## config.mk

```make
export PLATFORM = sky130hd
export DESIGN_NAME = fifo_drain_arbiter
export DESIGN_NICKNAME = d
export VERILOG_FILES = /design/src/rtl/fifo_drain_arbiter.sv
export SDC_FILE = /design/constraint.sdc
export NUM_CORES = 1
export LEC_CHECK = 0
export CAP_MARGIN = 0
export CORE_ASPECT_RATIO = 0.75
export CORE_MARGIN = 2
export CORE_UTILIZATION = 40
export CTS_CLUSTER_SIZE = 28
export DETAILED_ROUTE_END_ITERATION = 8
export SETUP_SLACK_MARGIN = 0.4
export SLEW_MARGIN = 20
export SYNTH_ARGS = -nofsm -noshare
export SYNTH_HDL_FRONTEND = slang
export SYNTH_SLANG_ARGS = --single-unit
```

## constraint.sdc

```tcl
create_clock -name clk -period 3.5 [get_ports clk]
set_input_delay 0.7 -clock clk [delete_from_list [all_inputs] [get_ports clk]]
set_output_delay 0.7 -clock clk [all_outputs]
set_load 0.01 [all_outputs]
```

## src/rtl/fifo_drain_arbiter.sv

```systemverilog
// Round-robin burst scheduler draining NUM_CHAN FIFO read ports into one
// ready/valid sink through a latency tracker and a credit-limited output queue.
module fifo_drain_arbiter #(
  parameter int unsigned NUM_CHAN   = 4,
  parameter int unsigned WIDTH      = 16,
  parameter int unsigned DEPTH      = 16,
  parameter int unsigned RD_LATENCY = 2,
  parameter int unsigned MAX_BURST  = 8,
  parameter int unsigned QDEPTH     = 4,
  localparam int unsigned SIZE_BITS = $clog2(DEPTH) + 1,
  localparam int unsigned CHAN_BITS = $clog2(NUM_CHAN)
) (
  input  logic                          clk,
  input  logic                          rst_n,
  input  logic [NUM_CHAN-1:0]           chan_enable,
  input  logic [NUM_CHAN*SIZE_BITS-1:0] fifo_size,
  output logic [NUM_CHAN-1:0]           fifo_rd_en,
  input  logic [NUM_CHAN*WIDTH-1:0]     fifo_rd_data,
  output logic                          out_valid,
  input  logic                          out_ready,
  output logic [WIDTH-1:0]              out_data,
  output logic [CHAN_BITS-1:0]          out_chan,
  output logic                          out_last,
  output logic                          busy
);

  localparam int unsigned BL_BITS   = $clog2(MAX_BURST + 1);
  localparam int unsigned CMP_BITS  = (SIZE_BITS > BL_BITS) ? SIZE_BITS : BL_BITS;
  localparam int unsigned QPTR_BITS = (QDEPTH > 1) ? $clog2(QDEPTH) : 1;
  localparam int unsigned QCNT_BITS = $clog2(QDEPTH + 1);
  localparam int unsigned INF_BITS  = $clog2(RD_LATENCY + 1);
  localparam int unsigned CRD_BITS  = $clog2(QDEPTH + RD_LATENCY + 1);

  typedef enum logic {ST_IDLE, ST_BURST} state_t;

  state_t                 r_state, w_state_nxt;
  logic [CHAN_BITS-1:0]   r_grant, w_grant_nxt;
  logic [CHAN_BITS-1:0]   r_rr_ptr, w_rr_ptr_nxt;
  logic [BL_BITS-1:0]     r_burst_left, w_burst_left_nxt;

  logic [SIZE_BITS-1:0]   w_size [NUM_CHAN];
  logic [WIDTH-1:0]       w_rd_data [NUM_CHAN];

  logic                   w_found;
  logic [CHAN_BITS-1:0]   w_pick;
  logic [SIZE_BITS-1:0]   w_pick_size;
  logic [BL_BITS-1:0]     w_burst_init;

  logic                   w_credit_ok;
  logic                   w_strobe;
  logic                   w_strobe_last;

  logic                   r_tv [RD_LATENCY];
  logic [CHAN_BITS-1:0]   r_tc [RD_LATENCY];
  logic                   r_tl [RD_LATENCY];
  logic [INF_BITS-1:0]    w_inflight;

  logic [WIDTH-1:0]       r_qdata [QDEPTH];
  logic [CHAN_BITS-1:0]   r_qchan [QDEPTH];
  logic                   r_qlast [QDEPTH];
  logic [QPTR_BITS-1:0]   r_wptr, r_rptr;
  logic [QCNT_BITS-1:0]   r_qcount;
  logic                   w_push, w_pop;

  for (genvar c = 0; c < NUM_CHAN; c++) begin : g_unpack
    assign w_size[c]    = fifo_size[c*SIZE_BITS +: SIZE_BITS];
    assign w_rd_data[c] = fifo_rd_data[c*WIDTH +: WIDTH];
  end

  function automatic logic [QPTR_BITS-1:0] qptr_inc(input logic [QPTR_BITS-1:0] p);
    return (p == QPTR_BITS'(QDEPTH - 1)) ? '0 : p + QPTR_BITS'(1);
  endfunction

  // Rotating search from r_rr_ptr; the first eligible channel in wrap order wins.
  always_comb begin
    logic [CHAN_BITS:0]  v_sum;
    logic [CHAN_BITS-1:0] v_idx;
    logic [CMP_BITS-1:0] v_sz;
    w_found     = 1'b0;
    w_pick      = '0;
    w_pick_size = '0;
    v_sum       = '0;
    v_idx       = '0;
    for (int unsigned i = 0; i < NUM_CHAN; i++) begin
      v_sum = {1'b0, r_rr_ptr} + (CHAN_BITS+1)'(i);
      if (v_sum >= (CHAN_BITS+1)'(NUM_CHAN)) v_sum = v_sum - (CHAN_BITS+1)'(NUM_CHAN);
      v_idx = v_sum[CHAN_BITS-1:0];
      if (!w_found && chan_enable[v_idx] && (w_size[v_idx] != '0)) begin
        w_found     = 1'b1;
        w_pick      = v_idx;
        w_pick_size = w_size[v_idx];
      end
    end
    v_sz         = CMP_BITS'(w_pick_size);
    w_burst_init = (v_sz < CMP_BITS'(MAX_BURST)) ? BL_BITS'(v_sz) : BL_BITS'(MAX_BURST);
  end

  assign w_credit_ok = (CRD_BITS'(r_qcount) + CRD_BITS'(w_inflight)) < CRD_BITS'(QDEPTH);

  always_comb begin
    w_state_nxt      = r_state;
    w_grant_nxt      = r_grant;
    w_rr_ptr_nxt     = r_rr_ptr;
    w_burst_left_nxt = r_burst_left;
    w_strobe         = 1'b0;
    w_strobe_last    = 1'b0;
    unique case (r_state)
      ST_IDLE: begin
        if (w_found) begin
          w_grant_nxt      = w_pick;
          w_burst_left_nxt = w_burst_init;
          w_rr_ptr_nxt     = (w_pick == CHAN_BITS'(NUM_CHAN - 1)) ? '0 : w_pick + CHAN_BITS'(1);
          w_state_nxt      = ST_BURST;
        end
      end
      ST_BURST: begin
        if (w_credit_ok) begin
          w_strobe         = 1'b1;
          w_burst_left_nxt = r_burst_left - BL_BITS'(1);
          if (r_burst_left == BL_BITS'(1)) begin
            w_strobe_last = 1'b1;
            w_state_nxt   = ST_IDLE;
          end
        end
      end
      default: w_state_nxt = ST_IDLE;
    endcase
  end

  always_comb begin
    fifo_rd_en = '0;
    if (w_strobe) fifo_rd_en[r_grant] = 1'b1;
  end

  always_ff @(posedge clk or negedge rst_n) begin
    if (!rst_n) begin
      r_state      <= ST_IDLE;
      r_grant      <= '0;
      r_rr_ptr     <= '0;
      r_burst_left <= '0;
    end else begin
      r_state      <= w_state_nxt;
      r_grant      <= w_grant_nxt;
      r_rr_ptr     <= w_rr_ptr_nxt;
      r_burst_left <= w_burst_left_nxt;
    end
  end

  // Stage RD_LATENCY-1 lines up with the cycle the FIFO presents the read word.
  always_ff @(posedge clk or negedge rst_n) begin
    if (!rst_n) begin
      for (int unsigned i = 0; i < RD_LATENCY; i++) begin
        r_tv[i] <= 1'b0;
        r_tc[i] <= '0;
        r_tl[i] <= 1'b0;
      end
    end else begin
      r_tv[0] <= w_strobe;
      r_tc[0] <= r_grant;
      r_tl[0] <= w_strobe_last;
      for (int unsigned i = 1; i < RD_LATENCY; i++) begin
        r_tv[i] <= r_tv[i-1];
        r_tc[i] <= r_tc[i-1];
        r_tl[i] <= r_tl[i-1];
      end
    end
  end

  always_comb begin
    w_inflight = '0;
    for (int unsigned i = 0; i < RD_LATENCY; i++) begin
      w_inflight = w_inflight + INF_BITS'(r_tv[i]);
    end
  end

  assign w_push = r_tv[RD_LATENCY-1];
  assign w_pop  = out_valid && out_ready;

  always_ff @(posedge clk or negedge rst_n) begin
    if (!rst_n) begin
      for (int unsigned i = 0; i < QDEPTH; i++) begin
        r_qdata[i] <= '0;
        r_qchan[i] <= '0;
        r_qlast[i] <= 1'b0;
      end
      r_wptr   <= '0;
      r_rptr   <= '0;
      r_qcount <= '0;
    end else begin
      if (w_push) begin
        r_qdata[r_wptr] <= w_rd_data[r_tc[RD_LATENCY-1]];
        r_qchan[r_wptr] <= r_tc[RD_LATENCY-1];
        r_qlast[r_wptr] <= r_tl[RD_LATENCY-1];
        r_wptr          <= qptr_inc(r_wptr);
      end
      if (w_pop) r_rptr <= qptr_inc(r_rptr);
      case ({w_push, w_pop})
        2'b10:   r_qcount <= r_qcount + QCNT_BITS'(1);
        2'b01:   r_qcount <= r_qcount - QCNT_BITS'(1);
        default: r_qcount <= r_qcount;
      endcase
    end
  end

  assign out_valid = (r_qcount != '0);
  assign out_data  = out_valid ? r_qdata[r_rptr] : '0;
  assign out_chan  = out_valid ? r_qchan[r_rptr] : '0;
  assign out_last  = out_valid ? r_qlast[r_rptr] : 1'b0;
  assign busy      = (r_state != ST_IDLE) || (w_inflight != '0) || (r_qcount != '0);

endmodule
```

After elaboration in Yosys (flattened, before gate mapping)
Cells that the tools add are included.
{"block": "totals", "regBits": 100, "inputBits": 91, "out_inout_bits": 25, "elab_cells": 180}
{"block": "op_classes", "addsub": 15, "eq_ne": 8, "n_mux": 80, "reduce_logical": 24, "n_lt_le_gt_ge": 20, "bitwise_logic": 8}
{"operator": "$mux W16", "n": 6}
{"operator": "$bmux W16 S2", "n": 2}
{"operator": "$bwmux W64", "n": 1}
{"operator": "$mux W5", "n": 12}
{"operator": "$bmux W5 S2", "n": 4}
{"operator": "$demux W16 S2", "n": 1}
{"operator": "$ge A3 B3 Y1 const B", "n": 10}
{"operator": "$mux W2", "n": 15}
{"operator": "$mux W1", "n": 21}
{"operator": "$not A2 Y3", "n": 7}
{"operator": "$reduce_bool A5 Y1", "n": 4}
{"operator": "$mux W4", "n": 4}
{"operator": "$lt A2 B3 Y1 const B", "n": 5}
{"operator": "$bmux W1 S2", "n": 5}
{"operator": "$logic_and A1 B1 Y1", "n": 10}
{"operator": "$bwmux W8", "n": 1}
{"operator": "$eq A2 B2 Y1 const B", "n": 4}
{"operator": "$pmux W4 S2", "n": 1}
{"operator": "$sub A2 B1 Y2 const B", "n": 4}
{"operator": "$add A2 B1 Y2 const B", "n": 3}
{"operator": "$add A2 B2 Y3 const B", "n": 2}
{"operator": "$pmux W3 S2", "n": 1}
{"operator": "$lt A5 B4 Y1 const B", "n": 1}
{"operator": "$bmux W2 S2", "n": 1}
{"operator": "24 further kinds", "n": 30}

Longest topological paths before layout
{"block": "logic_depth", "depth_word": 25, "depth_mapped": 11, "mapped_depth_nobuf": 9}

Worst setup path after synthesis
OpenSTA, ideal clock, no wires.
{"block": "synth_timing", "kind": "input -> register", "start": "in fifo_size[17]", "end": "reg r_rr_ptr[1]", "arrival_time_ps": 2581, "setup_ps": 92, "n_path_buf": 0, "slack_ps": 827, "path_stages": 7, "required_ps": 3408, "path_cell_list": "mux4_1 -> nor3_2 -> a21oi_4 -> nor4b_4 -> nor3b_1 -> o31a_1 -> o31ai_2"}
{"block": "synth_between", "elab_chain_cells": 20, "word_cells_on_any_way": 38, "cone_classes": "add/sub (1); eq/ne (1); mux (21); reduce/logical (15)"}
{"item": "start, declared", "line": "16", "text": "input logic [NUM_CHAN*SIZE_BITS-1:0] fifo_size,"}
{"item": "$bmux W5 S2", "line": "88", "text": "if (!w_found && chan_enable[v_idx] && (w_size[v_idx] != '0)) begin"}
{"item": "$mux W5 (implied by the code) (2 in a row)", "line": "88"}
{"item": "$reduce_bool A5 Y1", "line": "88"}
{"item": "$logic_and A1 B1 Y1", "line": "88"}
{"item": "$mux W1", "line": "88"}
{"item": "$logic_not A1 Y1", "line": "88"}
{"item": "$logic_and A1 B1 Y1 (2 in a row)", "line": "88"}
{"item": "$mux W1", "line": "88"}
{"item": "$logic_not A1 Y1", "line": "88"}
{"item": "$logic_and A1 B1 Y1 (2 in a row)", "line": "88"}
{"item": "$mux W1", "line": "88"}
{"item": "$logic_not A1 Y1", "line": "88"}
{"item": "$logic_and A1 B1 Y1 (2 in a row)", "line": "88"}
{"item": "$mux W2", "line": "88"}
{"item": "$add A2 B1 Y2 or $eq A2 B2 Y1 (tied branches)", "line": "112", "text": "w_rr_ptr_nxt = (w_pick == CHAN_BITS'(NUM_CHAN - 1)) ? '0 : w_pick + CHAN_BITS'(1);"}
{"item": "$mux W2", "line": "112"}
{"item": "end signal, assigned", "line": "144", "text": "r_rr_ptr <= w_rr_ptr_nxt;"}
{"item": "end, declared", "line": "38", "text": "logic [CHAN_BITS-1:0] r_rr_ptr, w_rr_ptr_nxt;"}
Parallel ways exist; a longest one is shown, timed or not. The select of a mux whose other input is x is not followed.
A chain may end at the register's enable or synchronous reset.

Worst setup path after layout
{"block": "layout_timing", "start": "reg r_tv[1] in the netlist's numbering", "end": "out fifo_rd_en[3]"}
{"block": "layout_between", "elab_chain_cells": 6}
{"item": "start, declared", "line": "53", "text": "logic r_tv [RD_LATENCY];"}
{"item": "start signal, assigned by index", "line": "162", "text": "r_tv[i] <= r_tv[i-1];"}
{"item": "$add A1 B1 Y2", "line": "172", "text": "w_inflight = w_inflight + INF_BITS'(r_tv[i]);"}
{"item": "$add A3 B2 Y3", "line": "98", "text": "assign w_credit_ok = (CRD_BITS'(r_qcount) + CRD_BITS'(w_inflight)) < CRD_BITS'(QDEPTH);"}
{"item": "$lt A3 B3 Y1", "line": "98"}
{"item": "$mux W1", "line": "117", "text": "if (w_credit_ok) begin"}
{"item": "$mux W1", "line": "107", "text": "unique case (r_state)"}
{"item": "named net w_strobe", "line": "50", "text": "logic w_strobe;"}
{"item": "$mux W4", "line": "132", "text": "if (w_strobe) fifo_rd_en[r_grant] = 1'b1;"}
{"item": "end, declared", "line": "17", "text": "output logic [NUM_CHAN-1:0] fifo_rd_en,"}
The timed path passes the listed nets, and every way through them passes these cells.

==> qor.yml <==
pwr:
  p_clk_frac: 0.139
  swShare: 0.361
  pwr-share-seq: 0.301
  internal_power_mw: 4.51
  power.density_nw_per_um2: 929
  vdd_drop_max_mv: 0.436
  p_sw_mw: 2.55
  p_leak_nw: 3.07
  power_mw: 7.06
  combPwrFrac: 0.560
critical_path:
  r2r_slack_ns: 0.57
  startpoint_type: "flip-flop"
  required_ns: 2.80
  arrival_ns: 2.29
  cp_max_fo: 4
  endpoint_kind: "output pin"
  criticalPathCategory: "flip-flop to output pin"
clock_network:
  cts_max_path_buffers: 2
  cts_made_buffers: 9
  holdBufCountCts: 0
  clkLatencyLatePin_ns: 0.35
  h-tree-depth: 3
  cts_sinks: 100
  clkTransAtPathRegs_ns: 0.07
  cts-root-buf: "clkbuf_16"
  tritoncts: "built"
sta:
  worst_slew_pin_slew_ns: 1.09
  period_share: 0.856
  finClkSkew_ns: 0.00560
  finalCriticalPeriod_ns: 2.99
  setup_viol: 0
  worst_slack_ns: 0.505
  rsz0062_at_grt: "false"
  setup_tns_ns: 0
  hold_violations: 0
  finalMaxSlewViolations: 0
  relSlewSlack: 0.273
  fmax_mhz: 334
placement:
  gp_congestion: 0.797
  dp_hpwl_um: 9830
  io_buffers: 115
  pre_cts_slack_ns: 0.176
synthesis:
  ys.flop_type: "dfrtp_1"
  synth_top_area_frac: 0.425
  yosysMostFrequentCell: "dfrtp_1"
  ys_top_cells_by_count: "dfrtp_1, mux2_2, mux4_2"
  netlist_area_um2: 5890
  synth.ff_latch_count: 100
  synthesis.instances: 424
  synth_edf_count: 0
  synth_fp_nets: 527
  yosys.area.top_type: "dfrtp_1"
  async_flop_share: 1.00
  synth_cell_types: 56
  yosys-top-cells-area: "dfrtp_1, mux4_2, mux2_2"
  yosys_warnings: 0
  postSynthAreaPerCell_um2: 13.9
  yosysSeqAreaShare: 0.425
detailed_routing:
  vias: 4058
  drc_errors: 0
  avgRoutedWirePerCell_um: 18.2
  drt_pass1_iterations: 4
  drt_wl_total_um: 13600
  vias_per_cell: 5.40
  ant_nets: 0
  drt_iter0_drc: 227
layout:
  fill_cells: 1254
  register_area_um2: 2510
  drive_above_1_share: 0.341
  diodes: 0
  area_delta_synth_final_pct: 29.2
  multiInputGateArea_um2: 3190
  nets: 649
  utilization: 0.528
floorplanning:
  dieWidth_um: 144
  ios: 116
  rows: 38
  die_h_um: 109
  start_util: 0.409
  core_area_um2: 14400
  dieArea_um2: 15700
grt:
  grt_pass1_wl_um: 22300
  grt_pass1_vias: 4233
  grt_max_degree: 85
  grt_usage: 0.186
  antenna_found_initial: 0
  grt_overflow_total: 0
flow_run:
  maxCapViolations: 0
min_path:
  hold_class: "flip-flop to flip-flop"
status:
  status: "completed"
==> placed cells by master, fill, tap and decap left out, types with 2 or more instances in the layout <==
master and n:
a21o_1 2, a21oi_1 5, a21oi_2 2, a222oi_1 2, a2bb2oi_1 4, a31oi_4 2, and2_1 19, and3_1 2
buf_4 20, clkbuf_16 9, clkdlybuf4s50_1 110, clkinv_2 2, clkinvlp_4 2, dfrtp_1 98, dlygate4sd2_1 4, ha_1 11
inv_1 16, mux2_2 82, mux2i_1 8, mux4_1 2, mux4_2 46, nand2_1 18, nand3_1 2, nor2_1 16
nor3_1 3, nor3_2 2, nor3b_1 3, nor4_1 3, nor4b_1 5, nor4bb_1 2, o21ai_0 6, o31ai_1 3
or2_2 2, or3_1 2, xnor2_1 3, xor2_1 2
==> power groups by stage <==
stage          Combinational (mW)  Clock [mW]  Sequential, mW
2_1_floorplan                2.92           0            1.94
3_3_place_gp                 3.87           0            2.12
3_5_place_dp                 3.94           0            2.15
4_1_cts                      3.96        1.01            2.13
5_1_grt                      4.30        1.06            2.22
6_report                     3.96       0.982            2.13
==> critical path, cell delays in order (launching register included) <==
cell and delay [ns]:
dfrtp_1 0.40, ha_1 0.22, ha_1 0.29, a31oi_2 0.20
xnor2_1 0.13, nand2b_2 0.19, inv_2 0.06, and3_1 0.17
dlygate4sd2_1 0.28
==> cell type report <==
class / count / area share
clock buffers: 10 / 0.0301
clock inverters: 6 / 0.00839
inverters: 17 / 0.00839
multi-input cells: 283 / 0.420
flip-flops and latches: 100 / 0.330
well taps: 200 / 0.0329
repair buffers: 135 / 0.171
==> metrics by stage <==
stage | hold slack (ns) | instances | cell area (um2)
5_1_grt | 0.357 | 751 | 7600
4_1_cts | 0.352 | 748 | 7570
3_5_place_dp | 0.337 | 731 | 7270
3_3_place_gp | 0.334 | 731 | 7270
6_report | 0.347 | 751 | 7600
2_1_floorplan | 0.331 | 424 | 5890
==> layer usage <==
metal,GRT usage,vias up,routed length [um]
li1,-,1859,-
met1,0.263,2101,6440
met4,0.0462,0,141
met3,0.0343,10,556
met2,0.298,88,6500
met5,0,-,0
==> sequential cells by signal (all words and copies together), names as in the netlist, named ones only <==
name          cells
r_qdata          64
r_wptr            2
r_tv              1
r_state           1
r_qlast           4
r_qcount          3
r_burst_left      4
r_rptr            2
r_tl              2
w_push            1
r_tc              4
r_grant           2
r_rr_ptr          1
r_qchan           8
==> worst paths after layout <==
check                      cells past startpoint             to       from
max                                            8  fifo_rd_en[3]    r_tv[1]
min                                            0        r_tl[0]    r_tl[1]
max reg2reg                                    9     r_grant[1]  flip-flop
min reg2reg                                    0        r_tl[0]    r_tl[1]
max in group asynchronous                      2      async pin      rst_n
min in group asynchronous                      1    r_qdata[45]      rst_n
==> logic make-up (layout without fill, tap and decap cells) <==
group,Yosys count,in the layout,share of synthesized area
XOR/XNOR,5,5,0.00744
adder cells (fa/ha/maj),12,12,0.0268
AO/OA/AOI/OAI,38,38,0.0589
AND/OR/NAND/NOR,90,90,0.0920
flip-flops,100,100,0.425
multiplexers,138,138,0.355
buffers and inverters,41,168,0.0342
==> timing repair <==
action,CTS,global route
pin swaps,1,2
endpoints found under the hold margin,0,0
setup buffers,1,3
endpoints found under the setup margin,5,9
resized for setup,8,3
Power figures use the tool's default switching activity.
